## src/rtl/posit_io_pkg.sv

```systemverilog
// Shared FSM encoding and sizing for the posit byte-serial I/O block.
// Default geometry is N=16 bits over an 8-bit lane.
package posit_io_pkg;

  typedef enum logic [1:0] {
    ST_RX  = 2'd0,
    ST_CAP = 2'd1,
    ST_TX  = 2'd2
  } state_e;

  localparam int DEF_N = 16;
  localparam int DEF_W = 8;

  localparam int BYTES_PER_OP = DEF_N / DEF_W;
  localparam int RX_BYTES     = 2 * DEF_N / DEF_W;

  localparam int CNT_W = 8;
  localparam int IDX_W = 8;

endpackage

```

## src/rtl/posit_byte_io.sv

```systemverilog
// Byte-serial wrapper around a combinational posit adder: gathers two
// operands LSB-first, captures the sum, and streams it back out LSB-first.
module posit_byte_io
  import posit_io_pkg::*;
#(
  parameter int N = 16,
  parameter int W = 8
) (
  input  logic             i_clk,
  input  logic             i_rst,
  input  logic [W-1:0]     i_data,
  input  logic             i_valid,
  output logic             o_ready,
  input  logic             i_abort,
  output logic [N-1:0]     o_in_1,
  output logic [N-1:0]     o_in_2,
  input  logic [N-1:0]     i_res,
  output logic [W-1:0]     o_data,
  output logic             o_valid,
  input  logic             i_ready,
  output logic             o_done,
  output logic [CNT_W-1:0] o_count
);

  localparam int BPO = N / W;
  localparam int RXB = 2 * N / W;
  localparam int OW  = $clog2(N);

  state_e           r_state;
  state_e           w_state_nx;
  logic [IDX_W-1:0] r_k;
  logic [IDX_W-1:0] w_k_nx;
  logic [IDX_W-1:0] r_j;
  logic [IDX_W-1:0] w_j_nx;

  logic [N-1:0]     r_in_1;
  logic [N-1:0]     r_in_2;
  logic [N-1:0]     r_res;
  logic [CNT_W-1:0] r_count;
  logic             r_done;

  logic             w_acc_in;
  logic             w_acc_out;
  logic             w_last_in;
  logic             w_last_out;
  logic             w_op2;
  logic [IDX_W-1:0] w_lane;
  logic [OW-1:0]    w_base;
  logic [OW-1:0]    w_obase;

  assign o_ready = (r_state == ST_RX);
  assign o_valid = (r_state == ST_TX);

  assign w_acc_in   = o_ready && i_valid;
  assign w_acc_out  = o_valid && i_ready;
  assign w_last_in  = (r_k == IDX_W'(RXB - 1));
  assign w_last_out = (r_j == IDX_W'(BPO - 1));

  assign w_op2   = (r_k >= IDX_W'(BPO));
  assign w_lane  = w_op2 ? (r_k - IDX_W'(BPO)) : r_k;
  assign w_base  = OW'(int'(w_lane) * W);
  assign w_obase = OW'(int'(r_j) * W);

  always_comb begin
    w_state_nx = r_state;
    w_k_nx     = r_k;
    w_j_nx     = r_j;
    if (i_abort) begin
      w_state_nx = ST_RX;
      w_k_nx     = '0;
      w_j_nx     = '0;
    end else begin
      unique case (r_state)
        ST_RX: begin
          if (w_acc_in) begin
            if (w_last_in) begin
              w_state_nx = ST_CAP;
              w_k_nx     = '0;
            end else begin
              w_k_nx = r_k + IDX_W'(1);
            end
          end
        end
        ST_CAP: begin
          w_state_nx = ST_TX;
          w_j_nx     = '0;
        end
        ST_TX: begin
          if (w_acc_out) begin
            if (w_last_out) begin
              w_state_nx = ST_RX;
              w_j_nx     = '0;
            end else begin
              w_j_nx = r_j + IDX_W'(1);
            end
          end
        end
        default: begin
          w_state_nx = ST_RX;
          w_k_nx     = '0;
          w_j_nx     = '0;
        end
      endcase
    end
  end

  always_ff @(posedge i_clk) begin
    if (i_rst) begin
      r_state <= ST_RX;
      r_k     <= '0;
      r_j     <= '0;
    end else begin
      r_state <= w_state_nx;
      r_k     <= w_k_nx;
      r_j     <= w_j_nx;
    end
  end

  // Abort blocks every datapath write so operands and count survive it.
  always_ff @(posedge i_clk) begin
    if (i_rst) begin
      r_in_1  <= '0;
      r_in_2  <= '0;
      r_res   <= '0;
      r_count <= '0;
      r_done  <= 1'b0;
    end else begin
      r_done <= 1'b0;
      if (!i_abort) begin
        if (w_acc_in) begin
          if (w_op2) r_in_2[w_base +: W] <= i_data;
          else       r_in_1[w_base +: W] <= i_data;
        end
        if (r_state == ST_CAP) r_res <= i_res;
        if (w_acc_out && w_last_out) begin
          r_done  <= 1'b1;
          r_count <= r_count + CNT_W'(1);
        end
      end
    end
  end

  assign o_in_1  = r_in_1;
  assign o_in_2  = r_in_2;
  assign o_data  = r_res[w_obase +: W];
  assign o_done  = r_done;
  assign o_count = r_count;

endmodule
```

## config.mk

```make
export PLATFORM = sky130hd
export DESIGN_NAME = posit_byte_io
export DESIGN_NICKNAME = d
export VERILOG_FILES = /design/src/rtl/posit_io_pkg.sv /design/src/rtl/posit_byte_io.sv
export SDC_FILE = /design/constraint.sdc
export NUM_CORES = 1
export LEC_CHECK = 0
export ABC_AREA = 1
export CAP_MARGIN = 20
export CORE_ASPECT_RATIO = 0.6
export CORE_MARGIN = 3
export CORE_UTILIZATION = 30
export CTS_CLUSTER_DIAMETER = 120
export DETAILED_ROUTE_END_ITERATION = 10
export MAX_ROUTING_LAYER = met4
export PLACE_DENSITY = 0.52
export SLEW_MARGIN = 20
export SYNTH_ARGS = -nofsm -noshare
export SYNTH_HDL_FRONTEND = slang
export SYNTH_SLANG_ARGS = --single-unit
```

## constraint.sdc

```tcl
create_clock -name i_clk -period 2.24 [get_ports i_clk]
set_input_delay 0.448 -clock i_clk [delete_from_list [all_inputs] [get_ports i_clk]]
set_output_delay 0.448 -clock i_clk [all_outputs]
set_load 0.05 [all_outputs]
```

==> results of run 1 <==
-- through the flow --
step,hold WS [ps],setup WS [ps],util,cells,power [mW]
floorplan,455.4,324.0,-,474,1.533
global placement,434.9,239.7,0.4008,685,1.649
detailed placement,455.2,206.8,0.4008,685,1.650
CTS,464.9,156.8,0.4274,701,3.072
global route,487.2,92.77,0.4274,701,3.136
finish,461.0,159.8,0.4274,701,3.025
-- power groups by stage --
stage,Clock (mW),Combinational (mW),Sequential (mW)
4_1_cts,1.45,0.260,1.36
5_1_grt,1.49,0.284,1.36
6_report,1.40,0.259,1.36
2_1_floorplan,0,0.0909,1.44
3_5_place_dp,0,0.259,1.39
3_3_place_gp,0,0.258,1.39
-- flip-flops by register name (all words and copies together) (netlist names) --
| name | flops |
|---|---|
| o_count | 8 |
| o_done | 1 |
| o_in_1 | 16 |
| o_in_2 | 16 |
| r_j | 8 |
| r_k | 8 |
| r_res | 16 |
| r_state | 2 |
-- placed cells by master, fill, tap and decap left out, types with 2 or more instances in the layout --
| cell | instances |
|---|---|
| sky130_fd_sc_hd__nor3b_1 | 3 |
| sky130_fd_sc_hd__ha_1 | 10 |
| sky130_fd_sc_hd__o21ai_2 | 2 |
| sky130_fd_sc_hd__nor2_1 | 80 |
| sky130_fd_sc_hd__clkbuf_1 | 3 |
| sky130_fd_sc_hd__clkdlybuf4s50_1 | 69 |
| sky130_fd_sc_hd__xor2_1 | 5 |
| sky130_fd_sc_hd__a21oi_1 | 31 |
| sky130_fd_sc_hd__clkbuf_16 | 9 |
| sky130_fd_sc_hd__o21ai_0 | 32 |
| sky130_fd_sc_hd__inv_1 | 47 |
| sky130_fd_sc_hd__nand3b_1 | 2 |
| sky130_fd_sc_hd__nor3_1 | 7 |
| sky130_fd_sc_hd__nand4_1 | 22 |
| sky130_fd_sc_hd__dfxtp_1 | 75 |
| sky130_fd_sc_hd__xnor2_1 | 2 |
| sky130_fd_sc_hd__nand3_1 | 10 |
| sky130_fd_sc_hd__o21ai_1 | 6 |
| sky130_fd_sc_hd__buf_4 | 19 |
| sky130_fd_sc_hd__nand2_2 | 4 |
| sky130_fd_sc_hd__nor2_2 | 3 |
| sky130_fd_sc_hd__nand2_1 | 107 |
-- per-layer routing --
layer | part of all wire | up-vias
li1 | - | 1692
met1 | 0.54 | 1440
met2 | 0.40 | 66
met3 | 0.045 | 6
met4 | 0.0081 | 0
met5 | 0 | -
-- cell type report --
| type | instances | area (um^2) | area share |
|---|---|---|---|
| Multi-Input combinational cell | 334 | 1642 | 0.3552 |
| Sequential cell | 75 | 1501 | 0.3249 |
| Timing Repair Buffer | 88 | 833.3 | 0.1803 |
| Clock buffer | 12 | 236.5 | 0.05116 |
| Inverter | 49 | 183.9 | 0.03979 |
| Tap cell | 139 | 173.9 | 0.03763 |
| Clock inverter | 4 | 51.30 | 0.01110 |
-- final timing paths --
check,start,end,slack [ps],cells after the start
worst min register to register,o_in_2[1]$_SDFFE_PP0P_,o_in_2[1]$_SDFFE_PP0P_,460,2
worst max-delay path,o_count[4]$_SDFFE_PP0P_,o_count[4],160,1
worst max register to register,r_state[0]$_SDFFE_PP0P_,o_in_1[1]$_SDFFE_PP0P_,320,7
worst min-delay path,o_in_2[1]$_SDFFE_PP0P_,o_in_2[1]$_SDFFE_PP0P_,460,2
-- synth_stat cells --
cell / count / share of area
sky130_fd_sc_hd__a21oi_1: 31 / 0.045
sky130_fd_sc_hd__nor3_4: 1 / 0.0048
sky130_fd_sc_hd__nor4_1: 1 / 0.0018
sky130_fd_sc_hd__nor2_2: 3 / 0.0055
sky130_fd_sc_hd__buf_2: 2 / 0.0029
sky130_fd_sc_hd__nor3b_1: 3 / 0.0066
sky130_fd_sc_hd__nand3_4: 1 / 0.0051
sky130_fd_sc_hd__buf_4: 1 / 0.0022
sky130_fd_sc_hd__nor3_1: 7 / 0.010
sky130_fd_sc_hd__clkbuf_1: 9 / 0.0099
sky130_fd_sc_hd__nand2_1: 107 / 0.12
sky130_fd_sc_hd__nand4_1: 22 / 0.040
sky130_fd_sc_hd__nand2_2: 4 / 0.0073
sky130_fd_sc_hd__nor2_4: 1 / 0.0033
sky130_fd_sc_hd__nand3b_1: 2 / 0.0044
sky130_fd_sc_hd__nand2_4: 1 / 0.0033
sky130_fd_sc_hd__xor2_1: 5 / 0.013
sky130_fd_sc_hd__o21ai_2: 2 / 0.0051
sky130_fd_sc_hd__ha_1: 10 / 0.037
sky130_fd_sc_hd__nand3_1: 10 / 0.015
sky130_fd_sc_hd__nor2_1: 80 / 0.088
sky130_fd_sc_hd__xnor2_1: 2 / 0.0051
sky130_fd_sc_hd__and3_1: 1 / 0.0018
sky130_fd_sc_hd__inv_1: 47 / 0.052
sky130_fd_sc_hd__nand3_2: 1 / 0.0029
sky130_fd_sc_hd__o21ai_1: 6 / 0.0088
sky130_fd_sc_hd__inv_2: 1 / 0.0011
sky130_fd_sc_hd__o21bai_1: 1 / 0.0022
sky130_fd_sc_hd__buf_1: 1 / 0.0011
sky130_fd_sc_hd__dfxtp_1: 75 / 0.44
sky130_fd_sc_hd__buf_6: 3 / 0.0099
sky130_fd_sc_hd__clkinv_1: 1 / 0.0011
sky130_fd_sc_hd__o21ai_0: 32 / 0.047
-- cells by family after synthesis --
kind of cell,share of synthesized area
adder cells (fa/ha/maj),0.03663
buffers and inverters,0.07985
AND/OR/NAND/NOR,0.3176
AO/OA/AOI/OAI,0.1084
XOR/XNOR,0.01795
flip-flops,0.4396
==> out/summary.txt, run 1 <==
STATUS
----------------------------------------------------------------------------------
Result of the run                                                     complete, no violations

SYNTH
----------------------------------------------------------------------------------
Number of distinct library cells after synthesis                                33
Post-synth net total                                                           513
Number of synthesized register bits                                             75
Post-synthesis area per instance                                        7.206 um^2
Synth Warn #                                                                     0
Mapped cell area                                                         3416 um^2
Sequential element share of the synthesized area                            0.4396
Synthesized instance count                                                     474

PWR
----------------------------------------------------------------------------------
Cell Int Power                                                            2.314 mW
Power share of the sequential group                                          0.450
Worst supply voltage drop on vdd                                          395.9 uV
Power per cell area                                                   654.4 nW/um^2
Switching power total                                                     710.6 uW
Switching share of total power                                              0.2349
Combinational share of power                                                 0.086
Static leakage power                                                      1.814 nW
Clock network fraction of design power                                       0.464

ROUTING
----------------------------------------------------------------------------------
Count of nets left with antenna violations after detail routing                  0
Final wirelength                                                          9.374 mm
Average routed wire per standard cell                                     13.37 um
Detail-routed via count per cell                                             4.571
Vias post-DR                                                                  3204
Final routed DRC violation total                                                 0
DR iter-0 viols                                                                137
Iteration count of the initial detailed-routing pass                             4

DIE
----------------------------------------------------------------------------------
Effective utilization at floorplan                                          0.3159
Cell Rows                                                                       29
Number of placed I/O pins                                                       80
CORE AREA                                                               10810 um^2
Floorplan die height                                                      88.66 um
Horizontal die dimension                                                  143.8 um
DIE AREA                                                                12740 um^2

SETUP PATH
----------------------------------------------------------------------------------
Critical Path RT                                                           1790 ps
Largest delay contributor family on the critical path                 buffers and inverters
CP Launch Type                                                            register
Worst path max stage delay                                                  850 ps
Cell breakdown of the critical path                                   clkdlybuf4s50_1
Endpoint class of the critical path                                   primary output
WS Path Type                                                            reg -> out
CP Max Fanout                                                                    5
Critical path arrival                                                      1630 ps
Critical path buffers and inverters                                              1
Slowest stage cell, crit path                                         sky130_fd_sc_hd__clkdlybuf4s50_1

PLACEMENT
----------------------------------------------------------------------------------
I/O Buffers                                                                     79
GP Congestion                                                               0.8679
Area post-placement                                                      4334 um^2
Estimated wirelength of the detail-placed design                          7.062 mm

GLOBAL ROUTING
----------------------------------------------------------------------------------
GRT overflow                                                                     0
Number of antenna violations at the first check in global routing                0
Largest net degree at the start of global routing                               36
Via count of the first global-routing pass                                    3079
Met3 track demand over resource                                            0.03888
Tot GR Track Use                                                            0.1579
Met1 Use GR                                                                 0.2311
Met2 global-route usage                                                     0.2098
Layer with the highest usage after global routing                             met1
Wire length of the first global-routing pass                              15.23 mm

LAYOUT
----------------------------------------------------------------------------------
Share of final-layout standard cells stronger than drive strength 1        0.08363
Post-layout net count                                                          596
Syn-to-layout area delta                                                    35.31%
Diode count                                                                      0
Area of all placed cells without fillers                                 4622 um^2
Filler Cells Inserted                                                         1120

CTS
----------------------------------------------------------------------------------
TritonCTS clock tree                                                         built
Clock slew at reported path FFs                                              60 ps
Number of levels in the clock H-tree                                             3
Sinks on the clock net                                                          75
Root buffer selected by CTS                                           sky130_fd_sc_hd__clkbuf_16
Post-cts sizing count                                                            0
CTS Buffer Depth                                                                 2
Number of setup buffers added after CTS                                          0
Number of hold buffers added after cts                                           0
Clock buffer count from CTS                                                      9
Worst-skew pair later-pin latency                                           330 ps

TIMING
----------------------------------------------------------------------------------
Maximum frequency from static timing analysis                            480.7 MHz
Final number of max-transition violations                                        0
Post-route fraction of the period consumed by the critical path             0.9287
Tightest Pin Transition                                                   633.4 ps
Count of final setup violators                                                   0
Aggregate negative setup slack                                                0 ps
RSZ-0062 raised after global routing                                            no
Final hold vios                                                                  0
Post-layout minimum cycle time                                             2080 ps
Post-route clock skew                                                     8.856 ps
Relative slew slack                                                         0.5773

JOB
----------------------------------------------------------------------------------
Reported max-cap violation count                                                 0

WORST HOLD PATH
----------------------------------------------------------------------------------
Worst min-delay path class                                              reg -> reg

No activity file was read; power rests on OpenSTA's default activity.
==> run 2: changes to the inputs <==
--- a/config.mk
+++ b/config.mk
@@ -6,12 +6,12 @@
 export NUM_CORES = 1
 export LEC_CHECK = 0
 export ABC_AREA = 1
-export CAP_MARGIN = 20
 export CORE_ASPECT_RATIO = 0.6
 export CORE_MARGIN = 3
 export CORE_UTILIZATION = 30
 export CTS_CLUSTER_DIAMETER = 120
 export DETAILED_ROUTE_END_ITERATION = 10
+export GPL_ROUTABILITY_DRIVEN = 0
 export MAX_ROUTING_LAYER = met4
 export PLACE_DENSITY = 0.52
 export SLEW_MARGIN = 20
==> results of run 2 <==
Final layout, timing and power as in run 1 (identical DEF).
==> run 3: changes to the inputs <==
==> constraint.sdc (replaced) <==
create_clock -name i_clk -period 2.47 [get_ports i_clk]
set_input_delay 0.494 -clock i_clk [delete_from_list [all_inputs] [get_ports i_clk]]
set_output_delay 0.494 -clock i_clk [all_outputs]
set_load 0.05 [all_outputs]
==> run 3 against run 2 <==
Die area unchanged. First-iteration DRC count rose by 53%. Sequential power decreased by 9.6%. Count of clock-buffer cells in the layout decreased by 2. Largest cell class unchanged.
==> out/summary.txt, run 3 (synthesis results as in run 1) <==
STATUS
----------------------------------------------------------------------------------
Result of the run                                                     complete, no violations   unchanged

CTS
----------------------------------------------------------------------------------
Number of levels in the clock H-tree                                             3   unchanged
Sinks on the clock net                                                          75   unchanged
Root buffer selected by CTS                                           sky130_fd_sc_hd__clkbuf_16   unchanged
Clock buffer count from CTS                                                      9   unchanged
CTS Buffer Depth                                                                 2   unchanged
TritonCTS clock tree                                                         built   unchanged
Clock slew at reported path FFs                                              60 ps   about the same
Worst-skew pair later-pin latency                                           330 ps   about the same

TIMING
----------------------------------------------------------------------------------
Count of final setup violators                                                   0   unchanged
Final number of max-transition violations                                        0   unchanged
Worst hold slack across all endpoints                                     460.1 ps   was 461.0 ps
Post-route clock skew                                                     6.579 ps   was 8.856 ps
Post-route fraction of the period consumed by the critical path             0.8506
Aggregate negative setup slack                                                0 ps   unchanged
Post-layout minimum cycle time                                             2101 ps
Maximum frequency from static timing analysis                            476.0 MHz
RSZ-0062 raised after global routing                                            no   unchanged
Tightest Pin Transition                                                   613.1 ps   was 633.4 ps
Final hold vios                                                                  0   unchanged
Relative slew slack                                                         0.5913   was 0.5773

GLOBAL ROUTING
----------------------------------------------------------------------------------
Largest net degree at the start of global routing                               36   unchanged
Number of antenna violations at the first check in global routing                0   unchanged
Via count of the first global-routing pass                                    2998   was 3079
Tot GR Track Use                                                            0.1563   was 0.1579
Wire length of the first global-routing pass                              15.15 mm   was 15.23 mm
GRT overflow                                                                     0   unchanged

SETUP PATH
----------------------------------------------------------------------------------
WS Path Type                                                            reg -> out   unchanged
Critical Path RT                                                           1980 ps   was 1790 ps
CP Max Fanout                                                                    4   was 5
Largest delay contributor family on the critical path                 buffers and inverters   unchanged
Cell breakdown of the critical path                                   clkdlybuf4s50_1   unchanged
CP Launch Type                                                            register   unchanged
Slowest stage cell, crit path                                         sky130_fd_sc_hd__clkdlybuf4s50_1   unchanged
Endpoint class of the critical path                                   primary output   unchanged
Critical path buffers and inverters                                              1   unchanged
Worst path max stage delay                                                  850 ps   about the same
Critical path arrival                                                      1610 ps   was 1630 ps

PLACEMENT
----------------------------------------------------------------------------------
Estimated wirelength of the detail-placed design                          6.881 mm   was 7.062 mm
I/O Buffers                                                                     79   unchanged

LAYOUT
----------------------------------------------------------------------------------
Most frequent cells in the layout                                     sky130_fd_sc_hd__nand2_1, sky130_fd_sc_hd__nor2_1, sky130_fd_sc_hd__dfxtp_1   unchanged
Syn-to-layout area delta                                                    34.36%   was 35.31%
Share of final-layout standard cells stronger than drive strength 1        0.08065   was 0.08363
Commonest non-fill, non-tap cell in the layout                        sky130_fd_sc_hd__nand2_1   unchanged
Post-layout net count                                                          592   was 596
Diode count                                                                      0   unchanged

ROUTING
----------------------------------------------------------------------------------
Average routed wire per standard cell                                     13.09 um   was 13.37 um
Vias post-DR                                                                  3191   was 3204
Detail-routed via count per cell                                             4.578   was 4.571
DR iter-0 viols                                                                209   was 137
Count of nets left with antenna violations after detail routing                  0   unchanged
Final routed DRC violation total                                                 0   unchanged
Final wirelength                                                          9.125 mm   was 9.374 mm
Iteration count of the initial detailed-routing pass                             4   unchanged

JOB
----------------------------------------------------------------------------------
Reported max-cap violation count                                                 0   unchanged

DIE
----------------------------------------------------------------------------------
Horizontal die dimension                                                  143.8 um   unchanged
Number of placed I/O pins                                                       80   unchanged
Cell Rows                                                                       29   unchanged
DIE AREA                                                                12740 um^2   unchanged
Effective utilization at floorplan                                          0.3159   unchanged
CORE AREA                                                               10810 um^2   unchanged
Floorplan die height                                                      88.66 um   unchanged

PWR
----------------------------------------------------------------------------------
Power per cell area                                                   582.3 nW/um^2   was 654.4 nW/um^2
Worst supply voltage drop on vdd                                          332.7 uV   was 395.9 uV
Sum of internal, switching and leakage power                              2.673 mW   was 3.025 mW
Static leakage power                                                      1.805 nW   was 1.814 nW

WORST HOLD PATH
----------------------------------------------------------------------------------
Worst min-delay path class                                              reg -> reg   unchanged

## run 3: cell types whose count changed in the layout (fill, tap and decap cells not counted)
cell,previous run,this run
sky130_fd_sc_hd__buf_4,19,14
sky130_fd_sc_hd__clkbuf_1,3,0
sky130_fd_sc_hd__clkinvlp_4,1,3
sky130_fd_sc_hd__bufinv_16,1,0
sky130_fd_sc_hd__clkbuf_8,0,1
sky130_fd_sc_hd__clkinv_2,1,2
sky130_fd_sc_hd__dlymetal6s2s_1,0,1
## run 3: metrics by stage
step | instance area (um^2) | util | setup WS (ps) | cells
after floorplan | 3416 | - | 554.0 | 474
after global placement | 4307 | 0.3983 | 401.0 | 681
after detailed placement | 4307 | 0.3983 | 347.7 | 681
after CTS | 4587 | 0.4242 | 56.22 | 697
after global routing | 4589 | 0.4244 | 296.3 | 697
final | 4589 | 0.4244 | 369.1 | 697
## run 3: routing by layer
layer	vias up	global-route usage	part of all wire
met4	0	0.03333	0.0098
li1	1680	-	-
met1	1430	0.2354	0.53
met5	-	-	0
met3	8	0.04266	0.055
met2	73	0.2039	0.40
## run 3: area by class of cell
| class | instances | area, um^2 |
|---|---|---|
| clock buffers | 10 | 239.0 |
| clock inverters | 6 | 41.29 |
| fillers | 1083 | 6223 |
| inverters | 49 | 183.9 |
| multi-input cells | 334 | 1642 |
| flip-flops and latches | 75 | 1501 |
| well taps | 139 | 173.9 |
| repair buffers | 84 | 808.3 |
## run 3: timing repair
item	CTS	global route
buffers inserted	0	0
hold buffers	0	0
hold endpoints to repair	0	0
resized for setup	0	1
setup endpoints to repair	0	1
## run 3: worst paths after layout
check / startpoint / cells after the start / slack, ps / end
hold / removal: o_in_1[14]$_SDFFE_PP0P_ / 2 / 460 / o_in_1[14]$_SDFFE_PP0P_
setup / recovery: o_count[6]$_SDFFE_PP0P_ / 1 / 370 / o_count[6]
setup reg to reg: r_state[0]$_SDFFE_PP0P_ / 7 / 530 / o_in_1[0]$_SDFFE_PP0P_
hold reg to reg: o_in_1[14]$_SDFFE_PP0P_ / 2 / 460 / o_in_1[14]$_SDFFE_PP0P_
## run 3: worst register-to-register path, delay by kind of cell, from the launching register on
| kind | cells | cell delay [ps] |
|---|---|---|
| AND/OR/NAND/NOR | 4 | 720 |
| AO/OA/AOI/OAI | 1 | 270 |
| adder cells (fa/ha/maj) | 1 | 370 |
| flip-flops | 1 | 320 |
| buffers and inverters | 1 | 140 |
## run 3: power breakdown
part | internal, mW | switching [mW]
sequential | 1.22 | 0.00834
combinational | 0.0873 | 0.144
clock | 0.705 | 0.504
